$ cat config.mk
export PLATFORM = sky130hd
export DESIGN_NAME = rtos_mem_bridge
export DESIGN_NICKNAME = d
export VERILOG_FILES = /design/src/rtl/rtos_mem_bridge.sv
export SDC_FILE = /design/constraint.sdc
export NUM_CORES = 1
export LEC_CHECK = 0
export ABC_AREA = 0
export CORE_UTILIZATION = 43
export CTS_BUF_LIST = sky130_fd_sc_hd__clkbuf_4 sky130_fd_sc_hd__clkbuf_8
export CTS_CLUSTER_DIAMETER = 120
export DETAILED_ROUTE_END_ITERATION = 10
export PLACE_DENSITY_LB_ADDON = 0.3
export SLEW_MARGIN = 20
export SYNTH_ARGS = -nofsm -noshare
export SYNTH_HDL_FRONTEND = slang
export SYNTH_SLANG_ARGS = --single-unit
$ cat constraint.sdc
create_clock -name clk_i -period 3.5 [get_ports clk_i]
set_input_delay 0.35 -clock clk_i [delete_from_list [all_inputs] [get_ports clk_i]]
set_output_delay 0.35 -clock clk_i [all_outputs]
set_load 0.005 [all_outputs]
$ cat src/rtl/rtos_mem_bridge.sv
// rtl/rtos_mem_bridge.sv - RTOS context-memory ports to OBI data master bridge
// Stores/loads are staged in one A-phase register; read data returns through an in-order FIFO.
module rtos_mem_bridge #(
   parameter int MAX_OUTSTANDING  = 2,
   parameter int RDATA_FIFO_DEPTH = 2
) (
   input  logic        clk_i,
   input  logic        rst_ni,
   input  logic [63:0] mem_wr,
   input  logic        RDY_mem_wr,
   output logic        EN_mem_wr,
   input  logic [31:0] mem_rd_addr,
   input  logic        RDY_mem_rd_addr,
   output logic        EN_mem_rd_addr,
   output logic [31:0] mem_rd_data_d,
   input  logic        RDY_mem_rd_data,
   output logic        EN_mem_rd_data,
   output logic        data_req_o,
   input  logic        data_gnt_i,
   output logic        data_we_o,
   output logic [3:0]  data_be_o,
   output logic [31:0] data_addr_o,
   output logic [31:0] data_wdata_o,
   input  logic        data_rvalid_i,
   input  logic [31:0] data_rdata_i,
   output logic        busy_o,
   output logic        err_o
);
   localparam int TPW = (MAX_OUTSTANDING > 1) ? $clog2(MAX_OUTSTANDING) : 1;
   localparam int RPW = (RDATA_FIFO_DEPTH > 1) ? $clog2(RDATA_FIFO_DEPTH) : 1;
   localparam int OCW = $clog2(MAX_OUTSTANDING + 1);
   localparam int FCW = $clog2(RDATA_FIFO_DEPTH + 1);

   logic            r_areq_valid;
   logic            r_areq_we;
   logic [31:0]     r_areq_addr;
   logic [31:0]     r_areq_wdata;
   logic [OCW-1:0]  r_outst;
   logic [OCW-1:0]  r_rd_outst;
   logic            r_type_mem [MAX_OUTSTANDING];
   logic [TPW-1:0]  r_type_wptr;
   logic [TPW-1:0]  r_type_rptr;
   logic [31:0]     r_fifo_mem [RDATA_FIFO_DEPTH];
   logic [RPW-1:0]  r_fifo_wptr;
   logic [RPW-1:0]  r_fifo_rptr;
   logic [FCW-1:0]  r_fifo_cnt;
   logic            r_err;

   logic            w_gnt;
   logic            w_rsp;
   logic            w_rsp_is_rd;
   logic            w_fifo_push;
   logic            w_fifo_pop;
   logic            w_fifo_empty;
   logic            w_stage_free;
   logic [31:0]     w_slot_sum;
   logic [31:0]     w_rd_sum;
   logic            w_slot_ok;
   logic            w_rd_ok;

   function automatic logic [TPW-1:0] f_tinc(input logic [TPW-1:0] p);
      return (p == TPW'(MAX_OUTSTANDING - 1)) ? '0 : p + TPW'(1);
   endfunction

   function automatic logic [RPW-1:0] f_rinc(input logic [RPW-1:0] p);
      return (p == RPW'(RDATA_FIFO_DEPTH - 1)) ? '0 : p + RPW'(1);
   endfunction

   assign w_gnt        = r_areq_valid & data_gnt_i;
   assign w_rsp        = data_rvalid_i & (r_outst != '0);
   assign w_rsp_is_rd  = r_type_mem[r_type_rptr];
   assign w_fifo_push  = w_rsp & w_rsp_is_rd;
   assign w_fifo_empty = (r_fifo_cnt == '0);
   assign w_fifo_pop   = ~w_fifo_empty & RDY_mem_rd_data;
   assign w_stage_free = ~r_areq_valid | w_gnt;

   // The staged request is counted whether or not it is granted now, and a response
   // arriving this cycle frees its slot, so the bus never sees more than MAX_OUTSTANDING.
   assign w_slot_sum = 32'(r_outst) + 32'(r_areq_valid) - 32'(w_rsp);
   assign w_slot_ok  = w_slot_sum < MAX_OUTSTANDING;
   // Every read in flight holds a FIFO slot so a response always has room.
   assign w_rd_sum   = 32'(r_rd_outst) + 32'(r_areq_valid & ~r_areq_we) + 32'(r_fifo_cnt);
   assign w_rd_ok    = w_rd_sum < RDATA_FIFO_DEPTH;

   assign EN_mem_wr      = RDY_mem_wr & w_stage_free & w_slot_ok;
   assign EN_mem_rd_addr = RDY_mem_rd_addr & ~RDY_mem_wr & w_stage_free & w_slot_ok & w_rd_ok;
   assign EN_mem_rd_data = w_fifo_pop;
   assign mem_rd_data_d  = w_fifo_empty ? '0 : r_fifo_mem[r_fifo_rptr];

   assign data_req_o   = r_areq_valid;
   assign data_we_o    = r_areq_we;
   assign data_be_o    = {4{r_areq_valid}};
   assign data_addr_o  = r_areq_addr;
   assign data_wdata_o = r_areq_wdata;
   assign busy_o       = r_areq_valid | (r_outst != '0) | ~w_fifo_empty;
   assign err_o        = r_err;

   always_ff @(posedge clk_i or negedge rst_ni) begin
      if (!rst_ni) begin
         r_areq_valid <= 1'b0;
         r_areq_we    <= 1'b0;
         r_areq_addr  <= '0;
         r_areq_wdata <= '0;
      end else if (EN_mem_wr) begin
         r_areq_valid <= 1'b1;
         r_areq_we    <= 1'b1;
         r_areq_addr  <= mem_wr[63:32] & 32'hFFFF_FFFC;
         r_areq_wdata <= mem_wr[31:0];
      end else if (EN_mem_rd_addr) begin
         r_areq_valid <= 1'b1;
         r_areq_we    <= 1'b0;
         r_areq_addr  <= mem_rd_addr & 32'hFFFF_FFFC;
         r_areq_wdata <= '0;
      end else if (w_gnt) begin
         r_areq_valid <= 1'b0;
      end
   end

   always_ff @(posedge clk_i or negedge rst_ni) begin
      if (!rst_ni) begin
         r_outst     <= '0;
         r_rd_outst  <= '0;
         r_type_wptr <= '0;
         r_type_rptr <= '0;
         r_fifo_wptr <= '0;
         r_fifo_rptr <= '0;
         r_fifo_cnt  <= '0;
         r_err       <= 1'b0;
      end else begin
         r_outst    <= r_outst + OCW'(w_gnt) - OCW'(w_rsp);
         r_rd_outst <= r_rd_outst + OCW'(w_gnt & ~r_areq_we) - OCW'(w_fifo_push);
         r_fifo_cnt <= r_fifo_cnt + FCW'(w_fifo_push) - FCW'(w_fifo_pop);
         if (w_gnt)       r_type_wptr <= f_tinc(r_type_wptr);
         if (w_rsp)       r_type_rptr <= f_tinc(r_type_rptr);
         if (w_fifo_push) r_fifo_wptr <= f_rinc(r_fifo_wptr);
         if (w_fifo_pop)  r_fifo_rptr <= f_rinc(r_fifo_rptr);
         if (data_rvalid_i && (r_outst == '0)) r_err <= 1'b1;
      end
   end

   always_ff @(posedge clk_i) begin
      if (w_gnt)       r_type_mem[r_type_wptr] <= ~r_areq_we;
      if (w_fifo_push) r_fifo_mem[r_fifo_wptr] <= data_rdata_i;
   end

endmodule

-- Word level (Yosys, flattened, before mapping)
Memory sizes are Yosys's and may differ from the RTL's.
Cells that the tools add are included.
- memories: 2
- latch bits: 0
- bits in writable memories: 66
- memory bits (read-only): 0
- bits of input ports: 135
- output and inout bits: 107
- register bits: 77
- memories (memory ; words ; bits a word ; read ports ; clocked after Yosys merged registers in ; wr ports ; RTL line ; source):
    r_fifo_mem ; 2 ; 32 ; 1 ; 0 ; 1 ; 43 ; logic [31:0] r_fifo_mem [RDATA_FIFO_DEPTH];
    r_type_mem ; 2 ; 1 ; 1 ; 0 ; 1 ; 40 ; logic r_type_mem [MAX_OUTSTANDING];
- $add $sub $neg: 14
- $lt $le $gt $ge: 2
- multiplexer cells: 18
- equal/unequal tests: 0
- multipliers: 0
- divide/modulo/power cells: 0
- reductions and logical operators: 6
- shift operators: 0
- bitwise logic cells: 21
- operators by type and width (kind ; count):
    $mux W32 ; 5
    $lt A32 B2 Y1 const B ; 2
    $add A2 B32 Y32 ; 1
    $add A32 B2 Y32 ; 1
    $and A1 B32 Y32 ; 1
    $not A1 Y32 ; 1
    $mux W1 ; 13
    $and A1 B1 Y1 ; 10
    $sub A2 B1 Y2 ; 3
    $add A1 B1 Y1 const B ; 4
    $add A2 B1 Y2 ; 2
    $logic_not A2 Y1 ; 2
    $not A1 Y1 ; 4
    $reduce_bool A2 Y1 ; 2
    $sub A3 B1 Y4 ; 1
    $add A2 B1 Y3 ; 1
    $or A1 B1 Y1 ; 3
    $reduce_bool A3 Y1 ; 1
    $add A2 B2 Y2 ; 1
    $and A1 B2 Y2 ; 1
    $not A1 Y2 ; 1
    $logic_and A1 B1 Y1 ; 1

-- Depth between registers and ports, before layout
Gate-level depths: netlist of run 1.
- depth in word-level cells: 8
- gate-level depth with buffers: 10
- mapped depth without buffers: 8

-- Worst setup path after synthesis of run 1
Ideal clock, no wire load.
- kind: register to register
- start point: register r_outst[1]
- end point: memory r_fifo_mem[0][0], enable pin
- stages on the path, launching flop included: 5
- path buffers: 0
- data required time: 3079 ps
- setup time: 421 ps
- arrival time: 2264 ps
- slack: 815 ps
- clock period less this slack: 2685 ps
- cells stage by stage: dfrtp_1 > o21ai_0 > nor2_1 > inv_1 > nor2_1
- longest elaborated chain between the ends: 5
- ends and longest elaborated chain (what ; RTL line ; source):
    start: declaration ; 38 ; logic [OCW-1:0] r_outst;
    start signal: assignment ; 130 ; r_outst <= r_outst + OCW'(w_gnt) - OCW'(w_rsp);
    $reduce_bool A2 Y1 ; 70 ; assign w_rsp = data_rvalid_i & (r_outst != '0);
    $and A1 B1 Y1 ; 70 ;
    $and A1 B1 Y1 ; 72 ; assign w_fifo_push = w_rsp & w_rsp_is_rd;
    named net w_fifo_push ; 52 ; logic w_fifo_push;
    $mux W1 ; 143 ; if (w_fifo_push) r_fifo_mem[r_fifo_wptr] <= data_rdata_i;
    $mux W1 (implied by the code) ; 143 ;
    end: declaration ; 43 ;
The timed path passes the listed nets, and every way through them passes these cells.

-- Final worst setup path of run 1
- start point: register r_outst[0]
- end point: output EN_mem_wr
- longest elaborated chain between the ends: 5
- elaborated cells on any way between the ends: 6
- classes of those cells: 2 x add/sub; 1 x order compare; 2 x bitwise; 1 x reduce/logical
- ends and longest elaborated chain (what ; RTL line ; source):
    parallel branches: the longest is 2 deep, another holds $add A2 B1 Y3 ; n/a ;
    $sub A3 B1 Y4 * ; 79 ; assign w_slot_sum = 32'(r_outst) + 32'(r_areq_valid) - 32'(w_rsp);
    $lt A32 B2 Y1 * ; 80 ; assign w_slot_ok = w_slot_sum < MAX_OUTSTANDING;
    $and A1 B1 Y1 * ; 85 ; assign EN_mem_wr = RDY_mem_wr & w_stage_free & w_slot_ok;
    end: declaration ; 11 ; output logic EN_mem_wr,
Mark *: on every way between the ends.

==> results of run 1 <==
[metrics by stage]
stage | power [µW] | cell area [µm²] | utilization, % | instances | setup WS, ns
after detailed placement | 6450 | 8360 | 62.9 | 838 | 0.115
after global placement | 6290 | 8360 | 62.9 | 838 | 0.119
after CTS | 7910 | 8810 | 66.2 | 870 | 0.0355
after floorplan | 4620 | 5880 | - | 452 | 0.815
final | 7840 | 8810 | 66.3 | 871 | 0.314
after global routing | 8330 | 8810 | 66.3 | 871 | 0.0862
[Yosys cell counts (2+ instances only)]
cell type,n,area (µm²)
sky130_fd_sc_hd__a22o_1,32,280
sky130_fd_sc_hd__o22ai_1,30,188
sky130_fd_sc_hd__a221oi_1,30,263
sky130_fd_sc_hd__a31oi_1,2,12.5
sky130_fd_sc_hd__buf_1,2,7.51
sky130_fd_sc_hd__fa_1,2,40.0
sky130_fd_sc_hd__ha_1,6,75.1
sky130_fd_sc_hd__nor2_1,68,255
sky130_fd_sc_hd__mux2i_1,33,330
sky130_fd_sc_hd__nand3b_1,2,15.0
sky130_fd_sc_hd__nor2b_1,3,18.8
sky130_fd_sc_hd__edfxtp_1,66,1980
sky130_fd_sc_hd__a21o_1,2,15.0
sky130_fd_sc_hd__nand2b_1,2,12.5
sky130_fd_sc_hd__and3_1,2,12.5
sky130_fd_sc_hd__clkbuf_1,24,90.1
sky130_fd_sc_hd__xnor2_1,8,70.1
sky130_fd_sc_hd__buf_4,6,45.0
sky130_fd_sc_hd__xor2_1,3,26.3
sky130_fd_sc_hd__dfrtp_1,75,1880
sky130_fd_sc_hd__buf_6,3,33.8
sky130_fd_sc_hd__inv_1,38,143
[where the power goes]
part           leakage (µW)  switching (µW)  internal [µW]
Sequential          0.00153             430           2310
Clock              0.000216             626            807
Combinational       0.00189            1600           2060
Total               0.00364            2660           5170
[layer usage]
layer	global-route usage, %	vias to the layer above
li1	-	2098
met1	26.7	2205
met2	35.2	209
met3	7.85	45
met4	14.2	0
met5	0	-
[how the worst min path moves through the flow]
stage	slack [ns]	to
floorplan	0.05	data_addr_o[10]
global placement	0.44	err_o
detailed placement	0.45	err_o
CTS	0.07	data_addr_o[19]
global route	0.11	data_addr_o[4]
finish	0.04	data_addr_o[18]
[sequential cells by signal, summed over array words and instances (netlist names)]
| name | flops |
|---|---|
| data_we_o | 1 |
| r_type_rptr | 1 |
| r_fifo_rptr | 1 |
| r_fifo_cnt | 2 |
| r_fifo_mem | 64 |
| r_type_mem | 2 |
| r_rd_outst | 2 |
| r_fifo_wptr | 1 |
| data_req_o | 1 |
| data_wdata_o | 32 |
| data_addr_o | 30 |
| err_o | 1 |
| r_outst | 2 |
| r_type_wptr | 1 |
[final cells by class]
class                      instances  area, µm²
antenna                            1       2.50
clock buffer                      19        255
clock inverter                    13        188
fill                             960       4480
inverter                          38        143
multi-input combinational        237       1710
sequential                       141       3860
tap                              176        220
timing repair buffer             246       2430
[cell families (layout without fill, tap and decap cells)]
logic type	Yosys count	count (layout)	synth area share (%)
multiplexers	33	33	5.62
buffers and inverters	74	316	5.52
AO/OA/AOI/OAI	100	100	13.3
XOR/XNOR	11	11	1.64
adder cells (fa/ha/maj)	8	8	1.96
AND/OR/NAND/NOR	83	83	6.22
other	1	3	0.0638
flip-flops	141	141	65.7
==> run summary, run 1 <==
The global route total overflow came out at 0. The worst vdd rail ir drop is 0.000490 V. The most critical setup path has its startpoint at r_outst[0]. The launch instance of the worst register-to-register path is r_outst[0]. The routed wirelength normalized by instance count is 17.5 µm. The fraction of the cycle the final worst path needs came out at 91.0%. The routed wire length came out at 15.3 mm. The hold buffer count at cts is 0. After technology mapping, the gate count stands at 451. The standby leakage power is 0.00364 µW.

The number of failing setup endpoints in the final timing report is 0. The headroom to the max-slew limit is 34.6%. Walking the worst path, the cells encountered are nand3b_1, a21boi_1, fa_1, buf_4, nor4_4, clkdlybuf4s50_1. Among all stages on the critical path, the largest delay is contributed by sky130_fd_sc_hd__clkdlybuf4s50_1. The met3 wire length is 1.31 mm. The number of violations of the max-capacitance limit came out at 0.

The count of cell types in the netlist is 34. CTS saw 141 sinks. The via count of the first global-routing pass came out at 4741. Leaving out fill and tap cells, the most frequent cells in the layout are sky130_fd_sc_hd__clkdlybuf4s50_1, sky130_fd_sc_hd__dfrtp_1, sky130_fd_sc_hd__nor2_1, sky130_fd_sc_hd__edfxtp_1, sky130_fd_sc_hd__inv_1.

The capturing point of the worst reg2reg path is data_addr_o[12]. The number of buffers inserted during clock tree synthesis came out at 17. The maximum level of the CTS H-tree is 4. The class of the tightest hold or removal check is in2async. In this run the worst setup path terminates at EN_mem_wr.

After the first detailed-routing iteration, the DRC count stood at 357. The worst setup path is captured at a primary output. The worst setup path is launched from a flip-flop. The share of flip-flops with an asynchronous set or reset came out at 53.2%. For this run, design rule violations remaining after detail routing come to 0. The post-synthesis sequential area ratio is 65.7%.

The flop and latch count out of synthesis is 141. Counting along the longest clock path gives a buffer depth of 2. The number of antenna violations at the first check in global routing is 1.

The most common flop cell mapped by yosys is sky130_fd_sc_hd__dfrtp_1. The flow ran to the end, and the final reports show no timing, DRC or antenna violations. The maximum clock frequency is 314 MHz. After detailed routing, the number of vias per cell comes to 5.23. TritonCTS built the clock tree.

Global routing used 22.6% of the available tracks. In this run the mean area of a mapped cell was 13.0 µm². The maximum number of pins on one net before global-route repair came out at 76.

Detailed placement finished with a half-perimeter wire length of 10.5 mm. In this run the remaining antenna-violating nets after routing total 0. The area enclosed by the die boundary came out at 0.0141 mm². On the final layout, the worst hold slack is 0.0433 ns. Input and output buffers added on the ports amount to 235. The number of endpoints with negative hold slack in the final report came to 0. The number of warning messages in the yosys log came out at 0. At the end of the flow, the number of nets in the layout was 824. The kind of cell adding the most delay to the critical path is buffers and inverters. The power density over the cells came out at 889 mW/mm². The topmost layer with routed signal wires is met4.

The category of the most critical setup path is reg2out. The overall via count from detail_route came out at 4557. The core outline area came out at 0.0133 mm². The tree is rooted in a sky130_fd_sc_hd__clkbuf_8. The clock insertion delay at the later pin of the skew report is 0.44 ns. For the final database, setup skew stands at 0.00794 ns. Setup repair after global routing left no endpoint under its margin. The first global-routing pass estimated 24.2 mm of wire.

Measured along the y axis, the die boundary spans 119 µm. The number of enable flip-flop cells after synthesis came out at 66. Leaving out fill and tap cells, the most frequent cell in the layout is sky130_fd_sc_hd__clkdlybuf4s50_1.

The clock transition at the registers of the reported paths is 0.08 ns. The detailed-routing iteration count for the pre-antenna-repair pass is 5. The critical path arrival came out at 2.84 ns. The met1 routed wirelength after detailed routing is 6.14 mm. Counting both buffers and inverters, the worst setup path holds a total of 2. Cells with a size suffix above 1 make up 7.20% of the layout.

The overall die width came out at 119 µm. The post-cts gate resize count came out at 0. The initial core utilization is 44.2%.

For this run, the slowest stage of the critical path takes 0.60 ns. The number of core rows came out at 42. In this run the post-CTS setup repair buffer count came out at 0. Relative to the synthesized area, the layout overhead comes to 50.0%. The path length in cells of the critical path came out at 6.

Setup slack on the worst reg-to-reg path comes out at 0.69 ns. The worst reg2reg path depth came out at 7. The slew of the pin with the lowest slew margin is 0.981 ns. The top fanout value on the critical path is 6. The data required time of the worst path is 3.15 ns.

The sum of negative setup slack is 0 ns. The total count of max-transition violations in the final report was 0. The routed wire length on met2 came out at 7.06 mm.

The number of top-level pins is 242. After synthesis the cells add up to 0.00587 mm². The smallest clock period supported by the final layout is computed as 3.19 ns.

The final weighted congestion of routability-driven global placement came out at 0.779.
No activity file was read; power rests on OpenSTA's default activity.
==> inputs of run 2 (changes only) <==
Settings changed: SLEW_MARGIN 20 to 15.
==> results of run 2 <==
Final layout, timing and power as in run 1 (identical DEF).
==> inputs of run 3 (changes only) <==
Settings changed: ABC_CLOCK_PERIOD_IN_PS from default to 3500.
==> results of run 3 <==
Final layout, timing and power as in run 1 (identical DEF).
